<file path="src/rtl/audio_i2s_tx_pkg.sv">
// Shared sound-path definitions: I2S frame geometry, the sample type and the
// conversion from the sound block's sample format to the two's-complement wire format.
package audio_i2s_tx_pkg;

   localparam int I2S_SLOT_BITS  = 16;
   localparam int I2S_FRAME_BITS = 32;

   typedef logic [15:0] audio_sample_t;

   // Offset-binary samples become two's complement by flipping the MSB.
   function automatic audio_sample_t to_tx_word(input audio_sample_t s, input bit signed_in);
      return signed_in ? s : {~s[15], s[14:0]};
   endfunction

endpackage

</file>
<file path="src/rtl/audio_i2s_tx_if.sv">
// Connection between the sound block (master) and the I2S transmitter (slave),
// carrying the sample strobe, the I2S pins, the error pulses and debug state.
interface audio_i2s_tx_if;
   import audio_i2s_tx_pkg::*;

   // clk_24KHz_en is a valid-only strobe with no ready: a sample offered while the
   // FIFO is full (and not being popped that same clk) is dropped and flagged on overrun.
   logic          clk_24KHz_en;
   audio_sample_t audio;
   logic          mute;
   logic          i2s_bclk;
   logic          i2s_lrck;
   logic          i2s_data;
   logic          overrun;
   logic          underrun;
   logic [4:0]    dbg_bit_idx;
   logic [1:0]    dbg_fifo_count;

   modport master (
      output clk_24KHz_en, audio, mute,
      input  i2s_bclk, i2s_lrck, i2s_data, overrun, underrun, dbg_bit_idx, dbg_fifo_count
   );

   modport slave (
      input  clk_24KHz_en, audio, mute,
      output i2s_bclk, i2s_lrck, i2s_data, overrun, underrun, dbg_bit_idx, dbg_fifo_count
   );

endinterface

</file>
<file path="src/rtl/audio_i2s_tx_fifo2.sv">
// Two-entry sample FIFO. Push and pop in the same clk are judged on the count
// before the clk: a full FIFO accepts the push when it is also popped.
module audio_fifo2
   import audio_i2s_tx_pkg::*;
(
   input  logic          clk,
   input  logic          rst,
   input  logic          push,
   input  audio_sample_t push_data,
   input  logic          pop,
   output audio_sample_t head,
   output logic [1:0]    count,
   output logic          full,
   output logic          empty
);

   audio_sample_t slot0;
   audio_sample_t slot1;
   logic          pop_ok;
   logic          push_ok;
   logic [1:0]    cnt_after;

   assign full      = (count == 2'd2);
   assign empty     = (count == 2'd0);
   assign pop_ok    = pop && !empty;
   assign push_ok   = push && (!full || pop_ok);
   assign cnt_after = count - {1'b0, pop_ok};
   assign head      = slot0;

   // slot0 is always the head; a push lands right behind whatever survives the pop.
   always_ff @(posedge clk) begin
      if (rst) begin
         slot0 <= '0;
         slot1 <= '0;
         count <= 2'd0;
      end else begin
         if (pop_ok) slot0 <= slot1;
         if (push_ok) begin
            if (cnt_after == 2'd0) slot0 <= push_data;
            else                   slot1 <= push_data;
         end
         count <= cnt_after + {1'b0, push_ok};
      end
   end

endmodule

</file>
<file path="src/rtl/audio_i2s_tx.sv">
// I2S transmitter: buffers mono samples from the 24 kHz strobe and sends each one
// on both the left and right slots of a 32-BCLK frame, MSB first.
module audio_i2s_tx
   import audio_i2s_tx_pkg::*;
#(
   parameter int BCLK_DIV  = 16,
   parameter bit SIGNED_IN = 1'b0
) (
   input logic           clk,
   input logic           rst,
   audio_i2s_tx_if.slave bus
);

   localparam int               DIV_W    = $clog2(BCLK_DIV);
   localparam logic [DIV_W-1:0] DIV_LAST = DIV_W'(BCLK_DIV - 1);
   localparam logic [4:0]       IDX_LAST = 5'(I2S_FRAME_BITS - 1);

   logic [DIV_W-1:0] div_cnt;
   logic             bclk;
   logic             lrck;
   logic             data;
   logic             overrun_q;
   logic             underrun_q;
   logic [4:0]       bit_idx;
   audio_sample_t    word;
   audio_sample_t    word_next;

   logic             div_tc;
   logic             fall_evt;
   logic             frame_wrap;
   logic [4:0]       new_idx;
   logic [3:0]       bit_sel;
   logic             lrck_next;

   logic             push;
   logic             pop;
   logic             fifo_full;
   logic             fifo_empty;
   audio_sample_t    fifo_head;
   logic [1:0]       fifo_count;

   assign div_tc     = (div_cnt == DIV_LAST);
   assign fall_evt   = div_tc && bclk;
   assign frame_wrap = fall_evt && (bit_idx == IDX_LAST);
   assign new_idx    = bit_idx + 5'd1;
   assign bit_sel    = 4'(I2S_SLOT_BITS - 1) - new_idx[3:0];
   // Word select switches one BCLK ahead of the slot MSB.
   assign lrck_next  = ((new_idx + 5'd1) >= 5'd16);

   assign push = bus.clk_24KHz_en;
   assign pop  = frame_wrap && !fifo_empty;

   audio_fifo2 u_fifo (
      .clk       (clk),
      .rst       (rst),
      .push      (push),
      .push_data (bus.audio),
      .pop       (pop),
      .head      (fifo_head),
      .count     (fifo_count),
      .full      (fifo_full),
      .empty     (fifo_empty)
   );

   // On an empty wrap the previous word repeats; mute overrides whatever is loaded.
   always_comb begin
      word_next = word;
      if (frame_wrap) begin
         if (!fifo_empty) word_next = to_tx_word(fifo_head, SIGNED_IN);
         if (bus.mute)    word_next = '0;
      end
   end

   always_ff @(posedge clk) begin
      if (rst) begin
         div_cnt    <= '0;
         bclk       <= 1'b0;
         lrck       <= 1'b0;
         data       <= 1'b0;
         overrun_q  <= 1'b0;
         underrun_q <= 1'b0;
         bit_idx    <= IDX_LAST;
         word       <= '0;
      end else begin
         if (div_tc) begin
            div_cnt <= '0;
            bclk    <= ~bclk;
         end else begin
            div_cnt <= div_cnt + 1'b1;
         end
         if (fall_evt) begin
            bit_idx <= new_idx;
            word    <= word_next;
            data    <= word_next[bit_sel];
            lrck    <= lrck_next;
         end
         overrun_q  <= push && fifo_full && !pop;
         underrun_q <= frame_wrap && fifo_empty;
      end
   end

   assign bus.i2s_bclk       = bclk;
   assign bus.i2s_lrck       = lrck;
   assign bus.i2s_data       = data;
   assign bus.overrun        = overrun_q;
   assign bus.underrun       = underrun_q;
   assign bus.dbg_bit_idx    = bit_idx;
   assign bus.dbg_fifo_count = fifo_count;

endmodule
</file>
<file path="src/flat_wrapper.sv">
// flat-port wrapper written by rule: the top's interface ports become plain ports
module audio_i2s_tx_flat import audio_i2s_tx_pkg::*;
#(
   parameter int BCLK_DIV  = 16,
   parameter bit SIGNED_IN = 1'b0
)
  (clk, rst, bus_clk_24KHz_en, bus_audio, bus_mute, bus_i2s_bclk, bus_i2s_lrck, bus_i2s_data, bus_overrun, bus_underrun, bus_dbg_bit_idx, bus_dbg_fifo_count);
  audio_i2s_tx_if bus_i ();
  input logic clk;
  input logic rst;
  input wire logic [$bits(bus_i.clk_24KHz_en)-1:0] bus_clk_24KHz_en;
  input wire logic [$bits(bus_i.audio)-1:0] bus_audio;
  input wire logic [$bits(bus_i.mute)-1:0] bus_mute;
  output wire logic [$bits(bus_i.i2s_bclk)-1:0] bus_i2s_bclk;
  output wire logic [$bits(bus_i.i2s_lrck)-1:0] bus_i2s_lrck;
  output wire logic [$bits(bus_i.i2s_data)-1:0] bus_i2s_data;
  output wire logic [$bits(bus_i.overrun)-1:0] bus_overrun;
  output wire logic [$bits(bus_i.underrun)-1:0] bus_underrun;
  output wire logic [$bits(bus_i.dbg_bit_idx)-1:0] bus_dbg_bit_idx;
  output wire logic [$bits(bus_i.dbg_fifo_count)-1:0] bus_dbg_fifo_count;
  assign bus_i.clk_24KHz_en = bus_clk_24KHz_en;
  assign bus_i.audio = bus_audio;
  assign bus_i.mute = bus_mute;
  assign bus_i2s_bclk = bus_i.i2s_bclk;
  assign bus_i2s_lrck = bus_i.i2s_lrck;
  assign bus_i2s_data = bus_i.i2s_data;
  assign bus_overrun = bus_i.overrun;
  assign bus_underrun = bus_i.underrun;
  assign bus_dbg_bit_idx = bus_i.dbg_bit_idx;
  assign bus_dbg_fifo_count = bus_i.dbg_fifo_count;
  audio_i2s_tx #(.BCLK_DIV(BCLK_DIV), .SIGNED_IN(SIGNED_IN)) u_core (.clk(clk), .rst(rst), .bus(bus_i));
endmodule
</file>
<file path="config.mk">
export PLATFORM = sky130hd
export DESIGN_NAME = audio_i2s_tx_flat
export DESIGN_NICKNAME = d
export VERILOG_FILES = /design/src/rtl/audio_i2s_tx_pkg.sv /design/src/rtl/audio_i2s_tx_if.sv /design/src/rtl/audio_i2s_tx_fifo2.sv /design/src/rtl/audio_i2s_tx.sv /design/src/flat_wrapper.sv
export SDC_FILE = /design/constraint.sdc
export NUM_CORES = 1
export LEC_CHECK = 0
export ABC_AREA = 1
export BUFFER_PORTS_ARGS = -buffer_cell sky130_fd_sc_hd__buf_2
export CAP_MARGIN = 20
export CELL_PAD_IN_SITES_DETAIL_PLACEMENT = 1
export CELL_PAD_IN_SITES_GLOBAL_PLACEMENT = 1
export CORE_MARGIN = 2
export CORE_UTILIZATION = 45
export DETAILED_ROUTE_END_ITERATION = 16
export GPL_TIMING_DRIVEN = 0
export PLACE_DENSITY_LB_ADDON = 0.1
export SLEW_MARGIN = 30
export SYNTH_ARGS = -nofsm -noshare
export SYNTH_HDL_FRONTEND = slang
export SYNTH_SLANG_ARGS = --single-unit
</file>
<file path="constraint.sdc">
create_clock -name clk -period 3.6 [get_ports clk]
set_clock_uncertainty 0.2 [all_clocks]
set_input_delay 0.18 -clock clk [delete_from_list [all_inputs] [get_ports clk]]
set_output_delay 0.18 -clock clk [all_outputs]
set_load 0.03 [all_outputs]
</file>
==> results of run 1 <==
final timing paths:
check / slack (ns) / depth (start not counted) / endpoint / from
min reg2reg: 0.25 / 2 / u_core.bus.i2s_data / u_core.bus.i2s_data
max: 0.86 / 14 / u_core.u_fifo.slot1[11] / u_core.bus.dbg_bit_idx[1]
max reg2reg: 0.86 / 14 / u_core.u_fifo.slot1[11] / u_core.bus.dbg_bit_idx[1]
min: 0.11 / 6 / u_core.word[9] / bus_mute
metrics by stage:
stage	hold slack, ns	area [um^2]	setup slack, ns	util (%)
2_1_floorplan	0.107	3090	1.13	-
3_3_place_gp	0.220	3340	0.983	49.7
3_5_place_dp	0.235	3340	0.846	49.7
4_1_cts	0.120	3730	0.837	55.5
5_1_grt	0.149	3730	0.623	55.5
6_report	0.109	3730	0.864	55.5
area by class of cell:
class	instances	share of cell area (%)
clock buffers	12	4.43
multi-input cells	318	40.2
inverters	49	5.00
clock inverters	4	1.38
repair buffers	47	8.59
flip-flops and latches	64	34.4
plain buffers	19	3.36
well taps	80	2.68
worst register-to-register path, stage by stage (launching register included):
cell and delay (ns):
dfxtp_1 0.41, ha_1 0.22, nand2_1 0.07, nor2_1 0.13, ha_1 0.24, inv_1 0.11
nor2_4 0.27, nand2_2 0.13, nand2_2 0.11, nor2_4 0.05, nor2_4 0.25, inv_4 0.10
buf_6 0.16, nor2_1 0.10, nor2_1 0.06
per-layer routing:
metal  vias to the layer above  part of all wire, %  global-route usage (%)
li1                       1530                    -                       -
met1                      1471                   43                    30.4
met2                        46                   53                    46.6
met3                        19                  2.2                    3.89
met4                         0                  2.1                    10.9
met5                         -                    0                       0
cell families after synthesis:
group,after synthesis,share of synthesized area [%]
AND/OR/NAND/NOR,256,35.3
buffers and inverters,68,10.1
flip-flops,64,41.4
AO/OA/AOI/OAI,55,10.7
adder cells (fa/ha/maj),4,1.62
XOR/XNOR,3,0.850
cells in the mapped netlist (2+ instances only):
cell type and instances:
nand3_1 36, nor2_1 68, o21ai_0 26, a21oi_1 5, ha_1 4, o21ai_1 3, buf_4 3, nor2_4 5
nor2_2 2, xor2_1 3, inv_1 47, clkbuf_1 6, buf_2 4, buf_6 5, dfxtp_1 64, a31oi_1 8
nand2_1 136, a311oi_1 8, nand2_2 5
what timing repair did:
item                                    in CTS  in global routing
endpoints found under the hold margin       31                  0
hold buffers                                17                  0
resized for setup                            0                  0
endpoints found under the setup margin       0                  0
where the power goes:
part           total (W)  internal [W]  leakage [nW]  switching, W
Clock           0.000667      0.000376         0.109      0.000290
Combinational   0.000261     0.0000974          1.10      0.000164
Sequential      0.000774      0.000748         0.523     0.0000255
Total            0.00170       0.00122          1.74      0.000480
sequential cells by signal, indices dropped and copies added, names as in the netlist:
| name | count |
|---|---|
| u_core.u_fifo.head | 16 |
| u_core.u_fifo.slot1 | 16 |
| u_core.word | 16 |
| u_core.bus.dbg_bit_idx | 5 |
| u_core.div_cnt | 4 |
| u_core.u_fifo.count | 2 |
| u_core.bus.i2s_bclk | 1 |
| u_core.bus.i2s_data | 1 |
| u_core.bus.i2s_lrck | 1 |
| u_core.bus.overrun | 1 |
| u_core.bus.underrun | 1 |
==> results.md, run 1 <==
- Outcome: complete, no violations
- Multi-input logic area: 0.00150 mm^2
- Crit-path max FO: 10
- Sequential cell area: 0.00128 mm^2
- Peak per-stage delay on the critical path: 0.41 ns
- DRT iter0 DRCs: 94
- Minimum clock period: 2.74 ns
- Power Dens Cells: 456 mW/mm^2
- Initial antenna violation count: 0
- Total die area: 0.00755 mm^2
- Synth Instances: 450
- Sequential share of the synthesized area: 41.4%
- Maximum clock rate: 366 MHz
- Port bufs: 30
- N_diodes: 0
- CTS Sinks: 64
- Grt ovf: 0
- Critical path class: reg2reg
- Worst hold path class: in2reg
- Unrepaired setup endpoints after global routing: no
- CP arrival: 2.77 ns
- Synthesized flop and latch total: 64
- CTS tree: done
- Slew headroom: 65.0%
- Later-pin clock latency in the skew report: 0.35 ns
- CP Capture Type: flop
- Pins Over Slew Limit: 0
- Net Count, Synth: 474
- Commonest non-fill, non-tap cell in the layout: nand2_1
- Vias: 3,066
- Fillers: 901
- Core area: 0.00672 mm^2
- Die W: 86.9 um
- Final setup viols: 0
- Worst EP required: 3.64 ns
- Final hold violations: 0
- # DRC: 0
- First-pass GRT wire length: 15,200 um
- Routability cong.: 0.769
- Total power: 0.00170 W
- Cell taking the most area after synthesis: dfxtp_1
- Startpoint Class: flop
- Maximum clock path buffer count: 2
- Mean post-synth cell area: 6.87 um^2
- Layout cells sized above 1: 14.6%
- Most frequent cells in the layout: nand2_1 (136), nor2_1 (68), dfxtp_1 (64), inv_1 (47), nand3_1 (36)
- Crit share post-route: 76.0%
- Post-Route WL: 9220 um
- Warnings, synthesis: 0
- Sum Neg Setup Slack: 0 ns
- CTS buffer count: 9
- Worst-margin pin slew: 0.525 ns
- Crit path max-delay cell type: dfxtp_1
- Root Driver: clkbuf_8
- Rows: 30
- Drt pass-1 iters: 4
- Async SR Flop Fraction: 0%
- # IOs: 32
- HPWL after DPL: 6470 um
- Initial Util: 46.0%
- Layout area overhead: 20.6%
- CP delay by family, top: simple AND/OR/NAND/NOR gates
- CTS clock-pin slew for the worst setup and hold paths: 0.07 ns
- CP Buf/Inv Count: 3
- Setup bufs post-CTS: 0
- Layout Cells excl Fill: 593
- CTS H-Tree Depth: 3
- Area share of the largest cell type after synthesis: 41.4%
- Largest net degree at the start of global routing: 12
- CP Cell Sequence: ha_1 -> nand2_1 -> nor2_1 -> ha_1 -> inv_1 -> nor2_4 -> nand2_2 -> nand2_2 -> nor2_4 -> nor2_4 -> inv_4 -> buf_6 -> nor2_1 -> nor2_1
- Wire per inst: 15.5 um
- Vias/cell: 5.17
- VDD IR max: 270 uV
- Unique masters post-synth: 31
- Placed Instances: 560
- Layout net count: 532
- Die H: 86.9 um
- Post-DRT Antenna Nets: 0
- Post-Syn Area: 0.00309 mm^2
- EDFF count, synth: 0
- Pleak: 1.74 nW
- All-Layer GR Usage: 25.9%
- Area contributors post-synth: dfxtp_1 (41%), nand2_1 (17%), nor2_1 (8.3%)
- Main synth FF type: dfxtp_1
- Max_cap viols: 0
- Vias in the first global route: 3,211
Note: power is estimated with default switching activity, not from simulation.
==> inputs of run 2 (changes only) <==
CORE_UTILIZATION = 38   (was 45)
clock period = 2.25 ns   (was 3.6 ns; I/O delays follow)
==> run 2 against run 1 <==
Compared with the run above:
- the flow now finishes with violations (setup timing)
- setup slack worse by 1.0 ns
- fmax up 15%
- critical endpoint is now u_core.u_fifo.head[0]
- cell area up 16%
- combinational power up 100%
- sequential share of layout area down 4.5 points
- power up 72%
==> results.md, run 2 (synthesis gave the netlist of run 1 again) <==
- Outcome: finished with violations
- Failing checks: setup timing
- N_diodes: 0 (unchanged)
- Maximum clock rate: 420 MHz (+15%)
- Power Dens Cells: 677 mW/mm^2 (+48%)
- Layout net count: 558 (+4.9%)
- Vias: 3,256 (+6.2%)
- Switch share: 28.4% (+0.25 points)
- Worst hold path class: in2reg
- Vias/cell: 5.09 (-1.6%)
- Post-DRT Antenna Nets: 0 (unchanged)
- Largest net degree at the start of global routing: 11 (-1)
- Startpoint Class: flop
- Crit share post-route: 106% (+30 points)
- Total die area: 0.00887 mm^2 (+18%)
- Internal: 0.00209 W (+71%)
- Core area: 0.00781 mm^2 (+16%)
- Clock power frac: 39.5% (+0.3 points)
- # DRC: 0 (unchanged)
- CTS tree: done
- Unrepaired setup endpoints after global routing: yes
- Die H: 94.2 um (+8.4%)
- Drt pass-1 iters: 4 (unchanged)
- Final setup viols: 32 (+32)
- Slew headroom: 55.6% (-9.5 points)
- Cell area after layout: 0.00432 mm^2 (+16%)
- Minimum clock period: 2.38 ns (-0.355 ns)
- Post-layout util: 55.3% (-0.17 points)
- Max_cap viols: 0 (unchanged)
- HPWL after DPL: 6260 um (-3.3%)
- Root Driver: clkbuf_8
- CTS Sinks: 64 (unchanged)
- Initial Util: 39.6% (-6.4 points)
- Crit-path max FO: 8 (-2)
- Grt ovf: 0 (unchanged)
- CTS H-Tree Depth: 3 (unchanged)
- Final WS setup: -0.131 ns (-0.995 ns)
- CP Cell Sequence: ha_4 -> nand2_2 -> nor2_2 -> ha_2 -> buf_6 -> nand3_4 -> nand2_4 -> nand2_4 -> nor2_4 -> nand2_4 -> clkbuf_16 -> a311oi_1
- CTS clock-pin slew for the worst setup and hold paths: 0.07 ns (about the same)
- Layout cells sized above 1: 29.0% (+14 points)
- CP Capture Type: flop
- Commonest non-fill, non-tap cell in the layout: nand2_1
- CTS buffer count: 9 (unchanged)
- Pleak: 1.94 nW (+11%)
- DRT iter0 DRCs: 108 (+15%)
- Wire per inst: 16.0 um (+2.7%)
- Post-Route WL: 10,200 um (+11%)
- All-Layer GR Usage: 23.4% (-2.5 points)
- Worst-margin pin slew: 0.667 ns (+0.142 ns)
- Initial antenna violation count: 0 (unchanged)
- Critical path class: reg2reg
- Maximum clock path buffer count: 2 (unchanged)
- Placed instance area: 0.00339 mm^2 (+1.5%)
- Die W: 94.2 um (+8.4%)
- Peak per-stage delay on the critical path: 0.36 ns (-0.05 ns)
- First-pass GRT wire length: 15,800 um (+3.7%)
- Flop pwr share: 42.4% (-3.1 points)
- Crit path max-delay cell type: dfxtp_4
- Rows: 32 (+6.7%)
- VDD IR max: 388 uV (+43%)
- Vias in the first global route: 3,206 (-0.16%)
- Most frequent cells in the layout: nand2_1 (113), dfxtp_1 (62), nor2_1 (54), inv_1 (46), buf_2 (33)
- Sum Neg Setup Slack: -2.27 ns (-2.27 ns)
- Pins Over Slew Limit: 0 (unchanged)
- Worst EP required: 2.31 ns (-1.33 ns)
- # IOs: 32 (unchanged)
- Routability cong.: 0.787 (+2.4%)
- Port bufs: 30 (unchanged)
- Logic gate share of total power: 18.1% (+2.8 points)
- Later-pin clock latency in the skew report: 0.36 ns (about the same)
- Total power: 0.00292 W (+72%)
- CP dominant cell by count: nand2_4
- Layout area overhead: 39.7%
- Final hold violations: 0 (unchanged)
- CP arrival: 2.44 ns (-0.33 ns)
- P_sw: 0.000831 W (+73%)
-- run 2: metal layers --
metal	track usage, %	up-vias	wire length [um]
met2	38.9	57	4950
met1	30.2	1592	4840
met4	7.49	0	121
li1	-	1597	-
met3	4.90	10	309
met5	0	-	0
-- run 2: metrics by stage --
step | setup slack [ns] | std cells | hold slack [ns]
2_1_floorplan | 0.00781 | 450 | 0.0392
3_3_place_gp | -0.268 | 582 | 0.147
3_5_place_dp | -0.293 | 582 | 0.163
4_1_cts | -0.0709 | 633 | 0.0426
5_1_grt | -0.257 | 640 | 0.108
6_report | -0.131 | 640 | 0.0603
-- run 2: power groups by stage --
| stage | clock, W | sequential (W) | combinational, W |
|---|---|---|---|
| 2_1_floorplan | 0 | 0.00126 | 0.000269 |
| 3_3_place_gp | 0 | 0.00126 | 0.000383 |
| 3_5_place_dp | 0 | 0.00126 | 0.000389 |
| 4_1_cts | 0.00116 | 0.00124 | 0.000445 |
| 5_1_grt | 0.00122 | 0.00125 | 0.000584 |
| 6_report | 0.00115 | 0.00124 | 0.000529 |
-- run 2: layout make-up --
class | count | area [um^2]
buffer | 19 | 161
clock buffer | 12 | 155
clock inverter | 3 | 65.1
fill | 1008 | 3490
inverter | 49 | 186
multi-input combinational | 318 | 1720
sequential | 64 | 1290
tap | 102 | 128
timing repair buffer | 73 | 614
-- run 2: worst paths after layout --
path                                           startpoint               endpoint  slack [ns]  cells after the start
worst max-delay path            u_core.bus.dbg_bit_idx[0]  u_core.u_fifo.head[0]       -0.13                     12
worst min register to register          u_core.div_cnt[0]      u_core.div_cnt[0]        0.25                      1
worst max register to register  u_core.bus.dbg_bit_idx[0]  u_core.u_fifo.head[0]       -0.13                     12
worst min-delay path                             bus_mute         u_core.word[8]        0.06                      6
-- run 2: worst max-delay path: cells and delay by family (launching register included) --
kind            cells  cell delay, ns
fa+ha+maj           2            0.35
compound gates      1            0.21
buf+inv             2            0.30
flops               1            0.36
simple gates        7            0.86
-- run 2: timing repair --
item | 4_1_cts | 5_1_grt
pin swaps | 24 | 18
gates cloned | 1 | 5
buffers inserted | 18 | 4
gates resized for setup | 42 | 49
setup endpoints to repair | 31 | 35
hold buffers | 17 | 0
endpoints found under the hold margin | 34 | 0
